File: src/rtl/Falco_pkg.sv
// Falco_pkg: shared fetch-side types and constants for the Falco front end.
package Falco_pkg;
    typedef logic [31:0] raw_instruction_t;
    typedef logic [31:0] pc_t;
    typedef logic [7:0]  BHSR_t;
    localparam int IFB_DEPTH = 8;
    typedef struct packed {
        raw_instruction_t instr;
        pc_t              pc;
        BHSR_t            bhsr;
    } fetch_entry_t;
endpackage

File: src/rtl/ifb_entry_ram.sv
// ifb_entry_ram: DEPTH-entry fetch buffer storage, two write ports, two combinational read ports.
module ifb_entry_ram import Falco_pkg::*; #(
    parameter int DEPTH = IFB_DEPTH,
    localparam int AW = $clog2(DEPTH)
) (
    input  logic         clk,
    input  logic         we0,
    input  logic [AW-1:0] wa0,
    input  fetch_entry_t wd0,
    input  logic         we1,
    input  logic [AW-1:0] wa1,
    input  fetch_entry_t wd1,
    input  logic [AW-1:0] ra0,
    input  logic [AW-1:0] ra1,
    output fetch_entry_t rd0,
    output fetch_entry_t rd1
);
    fetch_entry_t mem [DEPTH];
    // Write addresses are always distinct (tail and tail+1), so port order is irrelevant.
    always_ff @(posedge clk) begin
        if (we0) mem[wa0] <= wd0;
        if (we1) mem[wa1] <= wd1;
    end
    assign rd0 = mem[ra0];
    assign rd1 = mem[ra1];
endmodule

File: src/rtl/instr_fetch_buffer.sv
// instr_fetch_buffer: dual-issue in-order fetch FIFO between fetch and decode.
// Define FALCO_IFB_STATS_EN to add saturating stall_cycles / flush_count counters.
module instr_fetch_buffer import Falco_pkg::*; #(
    parameter int DEPTH = IFB_DEPTH,
    localparam int AW = $clog2(DEPTH),
    localparam int CW = AW + 1
) (
    input  logic             clk,
    input  logic             rst_n,
    input  logic             flush,
    input  logic             in0_valid,
    input  logic             in1_valid,
    input  raw_instruction_t in0_instr,
    input  raw_instruction_t in1_instr,
    input  pc_t              in0_pc,
    input  pc_t              in1_pc,
    input  BHSR_t            in0_bhsr,
    input  BHSR_t            in1_bhsr,
    output logic             in_ready,
    output logic             out0_valid,
    output logic             out1_valid,
    output raw_instruction_t out0_instr,
    output raw_instruction_t out1_instr,
    output pc_t              out0_pc,
    output pc_t              out1_pc,
    output BHSR_t            out0_bhsr,
    output BHSR_t            out1_bhsr,
    input  logic [1:0]       dec_take,
`ifdef FALCO_IFB_STATS_EN
    output logic [CW-1:0]    count,
    output logic [31:0]      stall_cycles,
    output logic [31:0]      flush_count
`else
    output logic [CW-1:0]    count
`endif
);
    logic [AW-1:0] head, tail;
    logic          wr;
    logic [1:0]    n_wr, take_req, take;
    fetch_entry_t  rd0, rd1;
    assign in_ready = count <= CW'(DEPTH - 2);
    assign wr       = in_ready & ~flush;
    assign n_wr     = wr ? {1'b0, in0_valid} + {1'b0, in1_valid} : 2'd0;
    // Decode may ask for more than is present; clamp so head never passes tail.
    assign take_req = dec_take[1] ? 2'd2 : dec_take;
    assign take     = CW'(take_req) > count ? count[1:0] : take_req;
    always_ff @(posedge clk or negedge rst_n) begin
        if (!rst_n) begin
            head  <= '0;
            tail  <= '0;
            count <= '0;
        end else if (flush) begin
            head  <= '0;
            tail  <= '0;
            count <= '0;
        end else begin
            head  <= head + AW'(take);
            tail  <= tail + AW'(n_wr);
            count <= count + CW'(n_wr) - CW'(take);
        end
    end
    // A lone slot-1 instruction is compacted onto tail.
    ifb_entry_ram #(.DEPTH(DEPTH)) u_ram (
        .clk (clk),
        .we0 (wr & in0_valid),
        .wa0 (tail),
        .wd0 ('{instr: in0_instr, pc: in0_pc, bhsr: in0_bhsr}),
        .we1 (wr & in1_valid),
        .wa1 (tail + AW'(in0_valid)),
        .wd1 ('{instr: in1_instr, pc: in1_pc, bhsr: in1_bhsr}),
        .ra0 (head),
        .ra1 (head + AW'(1)),
        .rd0 (rd0),
        .rd1 (rd1)
    );
    assign out0_valid = count >= CW'(1);
    assign out1_valid = count >= CW'(2);
    assign out0_instr = rd0.instr;
    assign out0_pc    = rd0.pc;
    assign out0_bhsr  = rd0.bhsr;
    assign out1_instr = rd1.instr;
    assign out1_pc    = rd1.pc;
    assign out1_bhsr  = rd1.bhsr;
`ifdef FALCO_IFB_STATS_EN
    always_ff @(posedge clk or negedge rst_n) begin
        if (!rst_n) begin
            stall_cycles <= '0;
            flush_count  <= '0;
        end else begin
            if (~in_ready & (in0_valid | in1_valid) & ~&stall_cycles) stall_cycles <= stall_cycles + 32'd1;
            if (flush & ~&flush_count) flush_count <= flush_count + 32'd1;
        end
    end
`endif
endmodule

File: config.mk
export PLATFORM = sky130hd
export DESIGN_NAME = instr_fetch_buffer
export DESIGN_NICKNAME = d
export VERILOG_FILES = /design/src/rtl/Falco_pkg.sv /design/src/rtl/ifb_entry_ram.sv /design/src/rtl/instr_fetch_buffer.sv
export SDC_FILE = /design/constraint.sdc
export NUM_CORES = 1
export LEC_CHECK = 0
export CAP_MARGIN = 5
export CORE_MARGIN = 2
export CORE_UTILIZATION = 40
export DETAILED_ROUTE_END_ITERATION = 8
export PLACE_DENSITY = 0.67
export RECOVER_POWER = 50
export REMOVE_ABC_BUFFERS = 1
export SYNTH_ARGS = -nofsm -noshare
export SYNTH_HDL_FRONTEND = slang
export SYNTH_SLANG_ARGS = --single-unit
export TNS_END_PERCENT = 5
File: constraint.sdc
create_clock -name clk -period 16.9 [get_ports clk]
set_input_delay 3.38 -clock clk [delete_from_list [all_inputs] [get_ports clk]]
set_output_delay 3.38 -clock clk [all_outputs]
set_load 0.005 [all_outputs]
# After elaboration in Yosys (flattened, before gate mapping)
# Memory sizes are Yosys's and may differ from the RTL's.
# Cells that the tools add are included.
[totals]
ramBits = 576
word_cells = 29
register_bits = 10
out_inout_bits = 151
mem_count = 1
in_bits = 151
[mem_list]
columns = ["memory", "depth", "word_bits", "rd", "rd_clocked_by_memory_dff", "wr", "line_no", "source"]
rows = [
  ["u_ram.mem", 8, 72, 2, 0, 2, "ifb_entry_ram.sv:18", "fetch_entry_t mem [DEPTH];"],
]
[classes]
mux = 10
order_cmp = 4
bitwise = 4
addsub = 7
[op_table]
columns = ["op", "n"]
rows = [
  ["3-bit by 2-bit adder with 3-bit output", 2],
  ["2-bit 2-to-1 mux", 3],
  ["3-bit 2-to-1 mux", 2],
  ["4-bit by 2-bit adder with 4-bit output", 1],
  ["4-bit by 1-bit greater-or-equal comparator with 1-bit output (second input constant)", 1],
  ["4-bit by 2-bit greater-or-equal comparator with 1-bit output (second input constant)", 1],
  ["2-bit by 4-bit greater-than comparator with 1-bit output", 1],
  ["4-bit by 3-bit less-or-equal comparator with 1-bit output (second input constant)", 1],
  ["1-bit 2-to-1 mux", 4],
  ["4-bit 2-to-1 mux", 1],
  ["4-bit by 2-bit subtractor with 4-bit output", 1],
  ["3-bit by 1-bit adder with 3-bit output", 1],
  ["3-bit by 1-bit adder with 3-bit output (second input constant)", 1],
  ["1-bit AND", 3],
  ["1-bit by 1-bit adder with 2-bit output", 1],
  ["1-bit inverter", 1],
]

# Depth between registers and ports, before layout
# Gate-level depths: netlist of run 1.
[depth]
ltp_word = 6
ltp_mapped = 15
mapped_depth_nobuf = 13

# By module
# Synthesis of run 1 repeated with hierarchy kept, for this count alone.
[hier_totals]
hier_cells = 1827
area_unflattened_um2 = 33957.6
[modules_own_cells]
columns = ["mod", "area_per_inst_um2", "seq_area_each_um2", "instances", "cells_each"]
rows = [
  ["ifb_entry_ram", 33128.0, 17296.6, 1, 1749],
  ["instr_fetch_buffer", 829.5, 250.2, 1, 78],
]

# Worst setup path after synthesis of run 1
# No wires, ideal clock.
[synth_timing]
kind = "input port to flip-flop"
start = "input port flush"
end = "memory u_ram.mem[7][0] (netlist bit), enable pin"
required_time_ps = 16291
stages = 2
t_arrival_ps = 8894
path_buffers = 0
setup_slack_ps = 7397
setup_time_ps = 609
path_cell_list = "nand2b_1 > o31ai_1"
[synth_rtl]
columns = ["item", "line_no", "source"]
rows = [
  ["start: declaration", "instr_fetch_buffer.sv:10", "input logic flush,"],
  ["end: declaration", "ifb_entry_ram.sv:18", ""],
]

==> results of run 1 <==
power groups by stage:
| stage | Combinational (mW) | Sequential (mW) | Clock, mW |
|---|---|---|---|
| 3_5_place_dp | 2.87 | 1.81 | 0 |
| 2_1_floorplan | 1.97 | 1.91 | 0 |
| 4_1_cts | 2.89 | 1.78 | 1.46 |
| 6_report | 2.82 | 1.78 | 1.43 |
| 5_1_grt | 3.00 | 1.79 | 1.52 |
| 3_3_place_gp | 2.85 | 1.80 | 0 |
sequential cells by signal, summed over array words and instances, names as in the netlist:
| signal | count |
|---|---|
| u_ram.mem | 576 |
| head | 3 |
| tail | 3 |
| count | 4 |
through the flow:
step / instance area [µm²] / utilization, % / total power [mW]
6_report: 39890 / 46.99 / 6.031
5_1_grt: 39880 / 46.98 / 6.308
2_1_floorplan: 33160 / - / 3.883
3_3_place_gp: 38010 / 44.78 / 4.650
4_1_cts: 40150 / 47.30 / 6.130
3_5_place_dp: 38010 / 44.78 / 4.680
synthesized netlist by cell type, types with 8 or more instances:
cell type  number  area share (%)
buf_6          22            0.73
mux2_4         69             3.0
edfxtp_1      576              51
mux2_2        638              21
clkbuf_1       33            0.36
buf_4          10            0.22
buf_2          64            0.94
buf_12          8            0.47
dfrtp_1        10            0.73
ha_1           15            0.55
nor2b_1         8            0.15
mux4_2        288              19
nor2_1          9           0.099
mux2_1         13            0.43
nand2_1         8           0.088
metal layers:
metal | GRT usage, % | up-vias | wire length, µm
met3 | 3.815 | 131 | 5446
met5 | 0 | - | 72
met4 | 5.876 | 14 | 1912
met2 | 37.03 | 624 | 48490
met1 | 29.36 | 10510 | 41170
li1 | - | 8267 | -
cells by family (layout without fill, tap and decap cells):
logic type / after synthesis / count (layout) / share of synthesized area, %
xor gates and xnor gates: 7 / 7 / 0.2017
buffers and inverters: 150 / 463 / 2.861
adders and majority gates: 19 / 19 / 0.7848
AOI/OAI and AO/OA: 15 / 15 / 0.3007
muxes: 1010 / 1010 / 43.59
DFF: 586 / 586 / 51.43
and+or+nand+nor: 45 / 45 / 0.8288
other: 0 / 5 / 0
area by class of cell:
type / count / area (µm²) / area share, %
timing repair buffer: 334 / 3239 / 8.122
multi-input combinational: 1096 / 15480 / 38.82
inverter: 6 / 22.52 / 0.05647
tap: 1144 / 1431 / 3.589
clock inverter: 34 / 294.0 / 0.7372
clock buffer: 89 / 1844 / 4.624
antenna: 5 / 12.51 / 0.03137
sequential: 586 / 17560 / 44.02
worst max path at each step:
| stage | slack, ns | startpoint | end | depth (start not counted) |
|---|---|---|---|---|
| final | 6.71 | in0_valid | u_ram.mem[2][68] | 8 |
| after global routing | 6.27 | in0_valid | u_ram.mem[2][68] | 8 |
| after CTS | 8.20 | head[0] | out0_instr[6] | 6 |
| after detailed placement | 8.87 | head[0] | out0_instr[6] | 6 |
| after global placement | 9.00 | head[0] | out0_instr[19] | 6 |
| after floorplan | -1.48 | head[0] | out1_bhsr[0] | 3 |
worst register-to-register path: stages, from the launching register on:
cell and delay [ns]:
dfrtp_1 0.42, inv_1 0.10, ha_1 0.20, nand2_1 0.09, mux2i_1 0.19, clkbuf_1 0.39
nand3_1 1.86, o31ai_1 0.64, clkbuf_1 3.08
cells in the final DEF, fill, tap and decap left out, drive strengths merged, types with 11 or more instances in the layout:
master         synthesis  layout
mux2                 720     720
edfxtp               576     576
clkdlybuf4s50          0     290
mux4                 288     288
clkbuf                33      98
buf                  111      24
clkinv                 0      24
ha                    15      15
dlygate4sd3            0      11
==> key figures, run 1 <==
Status
  – Status: finished, violations left
  – Failing checks: max-capacitance violations, max-slew violations

Worst setup path
  – Arrival time worst endpoint: 10.28 ns
  – Worst Path Required: 17.00 ns
  – Critical path buffers and inverters: 2
  – Worst reg-to-reg setup slack: 9.37 ns
  – Slowest CP cell: clkbuf_1
  – Crit Path Max Fanout: 50
  – R2R cell count: 8
  – Critical path's most frequent cell: ha_1
  – CP delay by family, top: buffers and inverters
  – Critical path type: in -> reg
  – Startpoint Class: primary input
  – CP Cell Sequence: dlygate4sd3_1 > ha_1 > ha_1 > xor2_1 > nor2_1 > nand3_1 > o31ai_1 > clkbuf_1
  – Setup crit end kind: flop
  – RR Startpoint: count[3]
  – Critical R2R Capture: u_ram.mem[2][68]
  – CP peak stage delay: 3.08 ns

Yosys
  – Post-synthesis sequential area ratio: 51.43%
  – Top FF cell, synth: edfxtp_1
  – Post-Syn Instances: 1832
  – Syn_area_per_cell: 18.62 µm²
  – Warnings, synthesis: 0
  – Post-Syn Area: 0.03412 mm²
  – Synth unique cells: 38
  – Ys async rst share: 1.706%
  – Post-synth EDFFs: 576
  – Yosys reg bits: 586

STA
  – Period utilization: 60.28%
  – Max-slew violations: 692
  – Maximum clock rate: 98.17 MHz
  – RSZ-0062 raised after global routing: no
  – Hold Fails Final Rpt: 0
  – Hold slack: 0.6375 ns
  – Max-slew headroom: -189.8%
  – Crit path time final: 10.19 ns
  – Worst-Margin Slew: 4.347 ns
  – Setup TNS Final: 0 ns
  – Setup violators final: 0
  – Setup ws final: 6.713 ns
  – Worst-case clock skew: 0.01418 ns

Global routing
  – Total global routing overflow: 0
  – Largest net degree at the start of global routing: 146
  – Initial antenna violation count: 10
  – Vias in the first global route: 20780
  – Total GRT Usage: 21.96%
  – Global-route wire length before repair: 139400 µm

Drt
  – DRT iter0 DRCs: 1643
  – Pre-antenna DRT Iters: 5
  – Routed Antenna Nets: 0
  – DRT Wirelength: 97080 µm
  – Vias/cell: 5.934
  – Vias: 19550
  – Wire per inst: 29.47 µm
  – DRC Markers: 0

Place
  – Routability Congestion: 0.7716
  – Final HPWL DP: 54680 µm
  – Place WS: 8.867 ns
  – Count of buffers from port buffering: 301
  – Placed Cells: 3166

Min path
  – WHS Endpoint: tail[2]
  – Hold Path Depth: 2
  – Hold Startpoint: tail[2]
  – Worst min path class: reg -> reg

Floorplanning
  – Die footprint: 0.08765 mm²
  – Die X: 296.1 µm
  – Top-Level Pins: 302
  – Die height: 296.1 µm
  – Core Area: 0.08488 mm²
  – Initial Utilization: 40.20%
  – Rows: 107

CTS
  – Setup repair bufs after CTS: 0
  – CTS tree: yes
  – Clock sink count: 586
  – # hold bufs at CTS: 0
  – H-Tree Depth: 3
  – Clock transition at path regs: 0.06 ns
  – TritonCTS Buffers: 70
  – PostCTS Resize Cnt: 0
  – CTS root buffer: clkbuf_16
  – Clock Tree Buf Depth: 3
  – Worst skew pair latency: 0.61 ns

Finish
  – Layout cell share with drive strength beyond 1: 50.49%
  – Post-route insts no fill: 3294
  – Layout area overhead: 16.91%
  – Filler cells: 7257
  – Final net count: 2264

Job
  – MaxCap Viol Count: 20

Power and ir drop
  – Int Pwr: 4.163 mW
  – P per Cell Area: 151.2 mW/mm²
  – Switching part of the total power: 30.97%
  – Combinational Power Share: 46.7%
  – Register share of total power: 29.5%
  – Clock share of power: 23.7%
  – Leakage Power: 12.59 nW
  – Net Sw Power: 1.868 mW
  – Worst-case vdd ir drop: 0.1325 mV
Power figures use the tool's default switching activity.
==> run 2, diff against run 1 <==
- PLACE_DENSITY: 0.67 -> 0.69
- clock period: 16.9 -> 9.08 ns (I/O delays scaled with it)
==> key figures, run 2 (same netlist as run 1, synthesis figures left out) <==
Status
  – Status: finished, violations left
  – Failing checks: max-capacitance violations, max-slew violations

Floorplanning
  – Die footprint: 0.08765 mm²
  – Top-Level Pins: 302
  – Core Area: 0.08488 mm²
  – Initial Utilization: 40.20%
  – Rows: 107
  – Die X: 296.1 µm
  – Die height: 296.1 µm

Worst setup path
  – Crit Path Max Fanout: 33
  – Worst Setup EP: u_ram.mem[2][36]
  – Arrival time worst endpoint: 7.73 ns
  – CP Launch Point: in0_valid
  – Setup crit end kind: flop
  – RR Startpoint: count[3]
  – Critical path type: in -> reg
  – Critical R2R Capture: u_ram.mem[2][36]
  – Worst reg-to-reg setup slack: 2.78 ns
  – R2R cell count: 8
  – Worst Path Required: 9.22 ns
  – Startpoint Class: primary input

Place
  – Count of buffers from port buffering: 301
  – Routability Congestion: 0.7775
  – Final HPWL DP: 56650 µm

Finish
  – Commonest non-fill, non-tap cell in the layout: mux2_2
  – Layout area overhead: 17.48%
  – Most frequent cells in the layout: mux2_2, edfxtp_1, clkdlybuf4s50_1, mux4_2, clkbuf_16
  – Layout cell share with drive strength beyond 1: 51.75%
  – Biggest regs: u_ram.mem: 576 flops, count: 4 flops
  – Top reg by flops: u_ram.mem
  – Number of flip-flops in the largest register: 576
  – Filler cells: 7204
  – Layout Utilization: 47.22%
  – Final net count: 2259

STA
  – Hold Fails Final Rpt: 0
  – Setup violators final: 0
  – RSZ-0062 raised after global routing: no
  – Worst-case clock skew: 0.02081 ns
  – Crit path time final: 7.596 ns
  – Worst-Margin Slew: 3.027 ns
  – Max-slew headroom: -101.8%
  – Maximum clock rate: 131.7 MHz
  – Period utilization: 83.65%
  – Max-slew violations: 504

CTS
  – Setup repair bufs after CTS: 0
  – H-Tree Depth: 3
  – CTS tree: yes
  – TritonCTS Buffers: 68
  – CTS root buffer: clkbuf_16
  – PostCTS Resize Cnt: 0
  – # hold bufs at CTS: 0
  – Clock sink count: 586
  – Clock Tree Buf Depth: 3
  – Worst skew pair latency: 0.59 ns
  – Clock transition at path regs: 0.06 ns

Global routing
  – Initial antenna violation count: 12
  – Global-route wire length before repair: 141200 µm
  – Total GRT Usage: 22.09%
  – Total global routing overflow: 0
  – Largest net degree at the start of global routing: 137
  – Vias in the first global route: 20960

Drt
  – Wire per inst: 29.52 µm
  – DRT iter0 DRCs: 1500
  – Routed Antenna Nets: 0
  – DRT Wirelength: 97200 µm
  – DRC Markers: 0
  – Vias: 19550
  – Pre-antenna DRT Iters: 6
  – Vias/cell: 5.936

Power and ir drop
  – P per Cell Area: 283.4 mW/mm²
  – Overall power: 11.36 mW
  – Leakage Power: 12.65 nW
  – Worst-case vdd ir drop: 0.3176 mV

Min path
  – Worst min path class: reg -> reg

Job
  – MaxCap Viol Count: 14
==> run 2: cell count changes in the layout (fill, tap and decap cells not counted), moves of 4 or more <==
cell,delta
a21o_1,-4
bufinv_16,+4
clkinv_1,-7
a21o_4,+4
clkbuf_2,+4
clkinv_2,+4
clkbuf_1,-14
diode_2,+5
==> run 2: power by group <==
| group | leakage (nW) | total [mW] | switching (mW) | internal, mW |
|---|---|---|---|---|
| clock | 1.09 | 2.77 | 1.12 | 1.65 |
| sequential | 5.34 | 3.36 | 0.183 | 3.18 |
| combinational | 6.22 | 5.23 | 2.19 | 3.04 |
==> run 2: stage by stage <==
stage | area, µm² | cells | hold slack, ns | setup WS, ns | TNS, ns
6_report | 40080 | 3293 | 0.6948 | 1.484 | 0
5_1_grt | 40070 | 3288 | 0.7297 | 1.210 | 0
4_1_cts | 40250 | 3283 | 0.6880 | 2.488 | 0
3_5_place_dp | 38000 | 3163 | 0.6748 | 3.009 | 0
3_3_place_gp | 38000 | 3163 | 0.6621 | 3.076 | 0
2_1_floorplan | 33160 | 1688 | 0.6128 | -7.737 | -723.36
==> run 2: worst max-delay path, cell delays in order <==
cell           delay, ns
dlygate4sd3_1       0.63
ha_1                0.23
ha_1                0.23
xor2_2              0.20
nor2_1              0.13
nand3_1             1.79
o31ai_4             0.48
clkbuf_1            2.18
==> run 2: layout make-up <==
cell class	count	area, µm²	area share (%)
clock buffers	84	1847	4.607
flip-flops and latches	586	17560	43.81
repair buffers	331	3249	8.107
multi-input cells	1096	15550	38.80
diodes	10	25.02	0.06243
clock inverters	36	396.6	0.9895
well taps	1144	1431	3.571
inverters	6	22.52	0.05619
==> run 2: worst min path at each step <==
stage	from	end	slack [ns]	depth (start not counted)
2_1_floorplan	tail[2]	tail[2]	0.61	2
3_3_place_gp	tail[2]	tail[2]	0.66	2
3_5_place_dp	tail[2]	tail[2]	0.67	2
4_1_cts	tail[2]	tail[2]	0.69	2
5_1_grt	tail[2]	tail[2]	0.73	2
6_report	tail[2]	tail[2]	0.69	2
==> run 2: routing by layer <==
layer	up-vias	routed length [µm]	GRT usage (%)	share of wire, %
li1	8232	-	-	-
met1	10500	40570	29.38	42
met2	678	48580	36.97	50
met3	131	6095	4.474	6.3
met4	8	1898	5.864	2.0
met5	-	53	0	0.055
==> run 3, diff against run 2 <==
- clock period: 9.08 -> 6.1 ns (I/O delays scaled with it)
==> key figures, run 3 (same netlist as run 1, synthesis figures left out) <==
Finish
  – Layout Utilization: 47.09%
  – Number of flip-flops in the largest register: 576
  – Layout area overhead: 17.16%
  – Post-route insts no fill: 3303
  – Top reg by flops: u_ram.mem
  – Final net count: 2271
  – Commonest non-fill, non-tap cell in the layout: mux2_2
  – Biggest regs: u_ram.mem: 576 flops, count: 4 flops
  – Layout cell share with drive strength beyond 1: 50.58%
  – Most frequent cells in the layout: mux2_2, edfxtp_1, clkdlybuf4s50_1, mux4_2, clkbuf_16

Job
  – MaxCap Viol Count: 16

Drt
  – DRT iter0 DRCs: 1715
  – Wire per inst: 29.04 µm
  – DRC Markers: 0
  – Vias/cell: 5.949
  – Pre-antenna DRT Iters: 7
  – Routed Antenna Nets: 0
  – DRT Wirelength: 95910 µm
  – Vias: 19650

CTS
  – Worst skew pair latency: 0.62 ns
  – Clock Tree Buf Depth: 3
  – Setup repair bufs after CTS: 0
  – Clock transition at path regs: 0.06 ns
  – # hold bufs at CTS: 0
  – TritonCTS Buffers: 68
  – H-Tree Depth: 3
  – Clock sink count: 586
  – CTS tree: yes
  – CTS root buffer: clkbuf_16
  – PostCTS Resize Cnt: 0

Worst setup path
  – Worst Path Required: 6.37 ns
  – Critical path's most frequent cell: ha_1
  – CP peak stage delay: 1.60 ns
  – Critical path type: in -> reg
  – Arrival time worst endpoint: 5.91 ns
  – Crit Path Max Fanout: 39
  – CP delay by family, top: compound AO/OA/AOI/OAI gates
  – Setup crit end kind: flop
  – Startpoint Class: primary input
  – Critical path buffers and inverters: 2
  – CP Cell Sequence: dlygate4sd3_1 > ha_1 > ha_1 > xnor2_1 > nor2_1 > and3_1 > a21o_1 > buf_12
  – Slowest CP cell: a21o_1

Global routing
  – Vias in the first global route: 21020
  – Total global routing overflow: 0
  – Initial antenna violation count: 15
  – Total GRT Usage: 21.64%
  – Largest net degree at the start of global routing: 130
  – Global-route wire length before repair: 138300 µm

STA
  – Hold Fails Final Rpt: 0
  – Setup violators final: 0
  – RSZ-0062 raised after global routing: no
  – Setup ws final: 0.4580 ns
  – Worst-case clock skew: 0.01387 ns
  – Setup TNS Final: 0 ns
  – Worst-Margin Slew: 3.137 ns
  – Max-slew violations: 641
  – Period utilization: 92.49%
  – Max-slew headroom: -109.2%
  – Hold slack: 0.6802 ns
  – Crit path time final: 5.642 ns
  – Maximum clock rate: 177.2 MHz

Place
  – Place WS: 1.341 ns
  – Placed Cells: 3175
  – Final HPWL DP: 55370 µm
  – Routability Congestion: 0.7482
  – Count of buffers from port buffering: 301

Floorplanning
  – Rows: 107
  – Die footprint: 0.08765 mm²
  – Top-Level Pins: 302
  – Die X: 296.1 µm
  – Core Area: 0.08488 mm²
  – Initial Utilization: 40.20%
  – Die height: 296.1 µm

Power and ir drop
  – Combinational Power Share: 46.7%
  – Switching part of the total power: 31.18%
  – Register share of total power: 29.8%
  – Int Pwr: 11.53 mW
  – Leakage Power: 12.61 nW
  – Clock share of power: 23.5%
  – Worst-case vdd ir drop: 0.2552 mV
  – Net Sw Power: 5.226 mW
  – P per Cell Area: 419.2 mW/mm²

Min path
  – Worst min path class: reg -> reg

Status
  – Failing checks: max-capacitance violations, max-slew violations
  – Status: finished, violations left
==> run 3: cell count changes in the layout (fill, tap and decap cells not counted), sizes merged <==
| cell | delta |
|---|---|
| clkbuf | +9 |
| bufinv | -4 |
| diode | -4 |
| clkinvlp | -3 |
| inv | -1 |
| clkinv | +6 |
| buf | +7 |
==> run 3: per-stage QoR <==
step,area [µm²],power (mW)
5_1_grt,39970,17.50
3_3_place_gp,38220,12.97
4_1_cts,40330,17.01
2_1_floorplan,33160,10.30
6_report,39970,16.76
3_5_place_dp,38220,13.05
==> run 3: area by class of cell <==
type | count | area (µm²)
fillers | 7207 | 44910
flip-flops and latches | 586 | 17560
multi-input cells | 1096 | 15450
repair buffers | 343 | 3383
clock buffers | 88 | 1798
well taps | 1144 | 1431
clock inverters | 34 | 311.5
inverters | 6 | 22.52
diodes | 6 | 15.01
==> run 3: power by group through the flow <==
stage / logic, mW / registers (mW) / clock network [mW]
2_1_floorplan: 5.00 / 5.30 / 0
3_3_place_gp: 7.91 / 5.06 / 0
3_5_place_dp: 7.97 / 5.08 / 0
4_1_cts: 8.02 / 5.00 / 3.99
5_1_grt: 8.31 / 5.03 / 4.15
6_report: 7.82 / 5.00 / 3.94
==> run 3: path summary, 6_finish.rpt <==
check                      startpoint         endpoint  slack, ns  cells past startpoint
max                         in0_valid  u_ram.mem[6][2]       0.46                      8
min                           tail[2]          tail[2]       0.68                      2
max reg2reg                   tail[0]  u_ram.mem[6][2]       1.25                      7
min reg2reg                   tail[2]          tail[2]       0.68                      2
max in group asynchronous       rst_n          head[0]       4.67                      1
min in group asynchronous       rst_n         count[2]       1.03                      1
==> run 3: routing by layer <==
metal,vias up,wire length (µm),track usage [%]
met4,18,1617,5.974
met1,10640,40400,28.99
li1,8236,-,-
met2,652,47970,36.24
met5,-,110,0
met3,109,5809,3.897
==> run 3: tightest hold or removal path: cells and delay by family, from the launching register on <==
kind | cells | cell delay [ns]
xor gates and xnor gates | 1 | 0.09
DFF | 1 | 0.48
and+or+nand+nor | 1 | 0.07
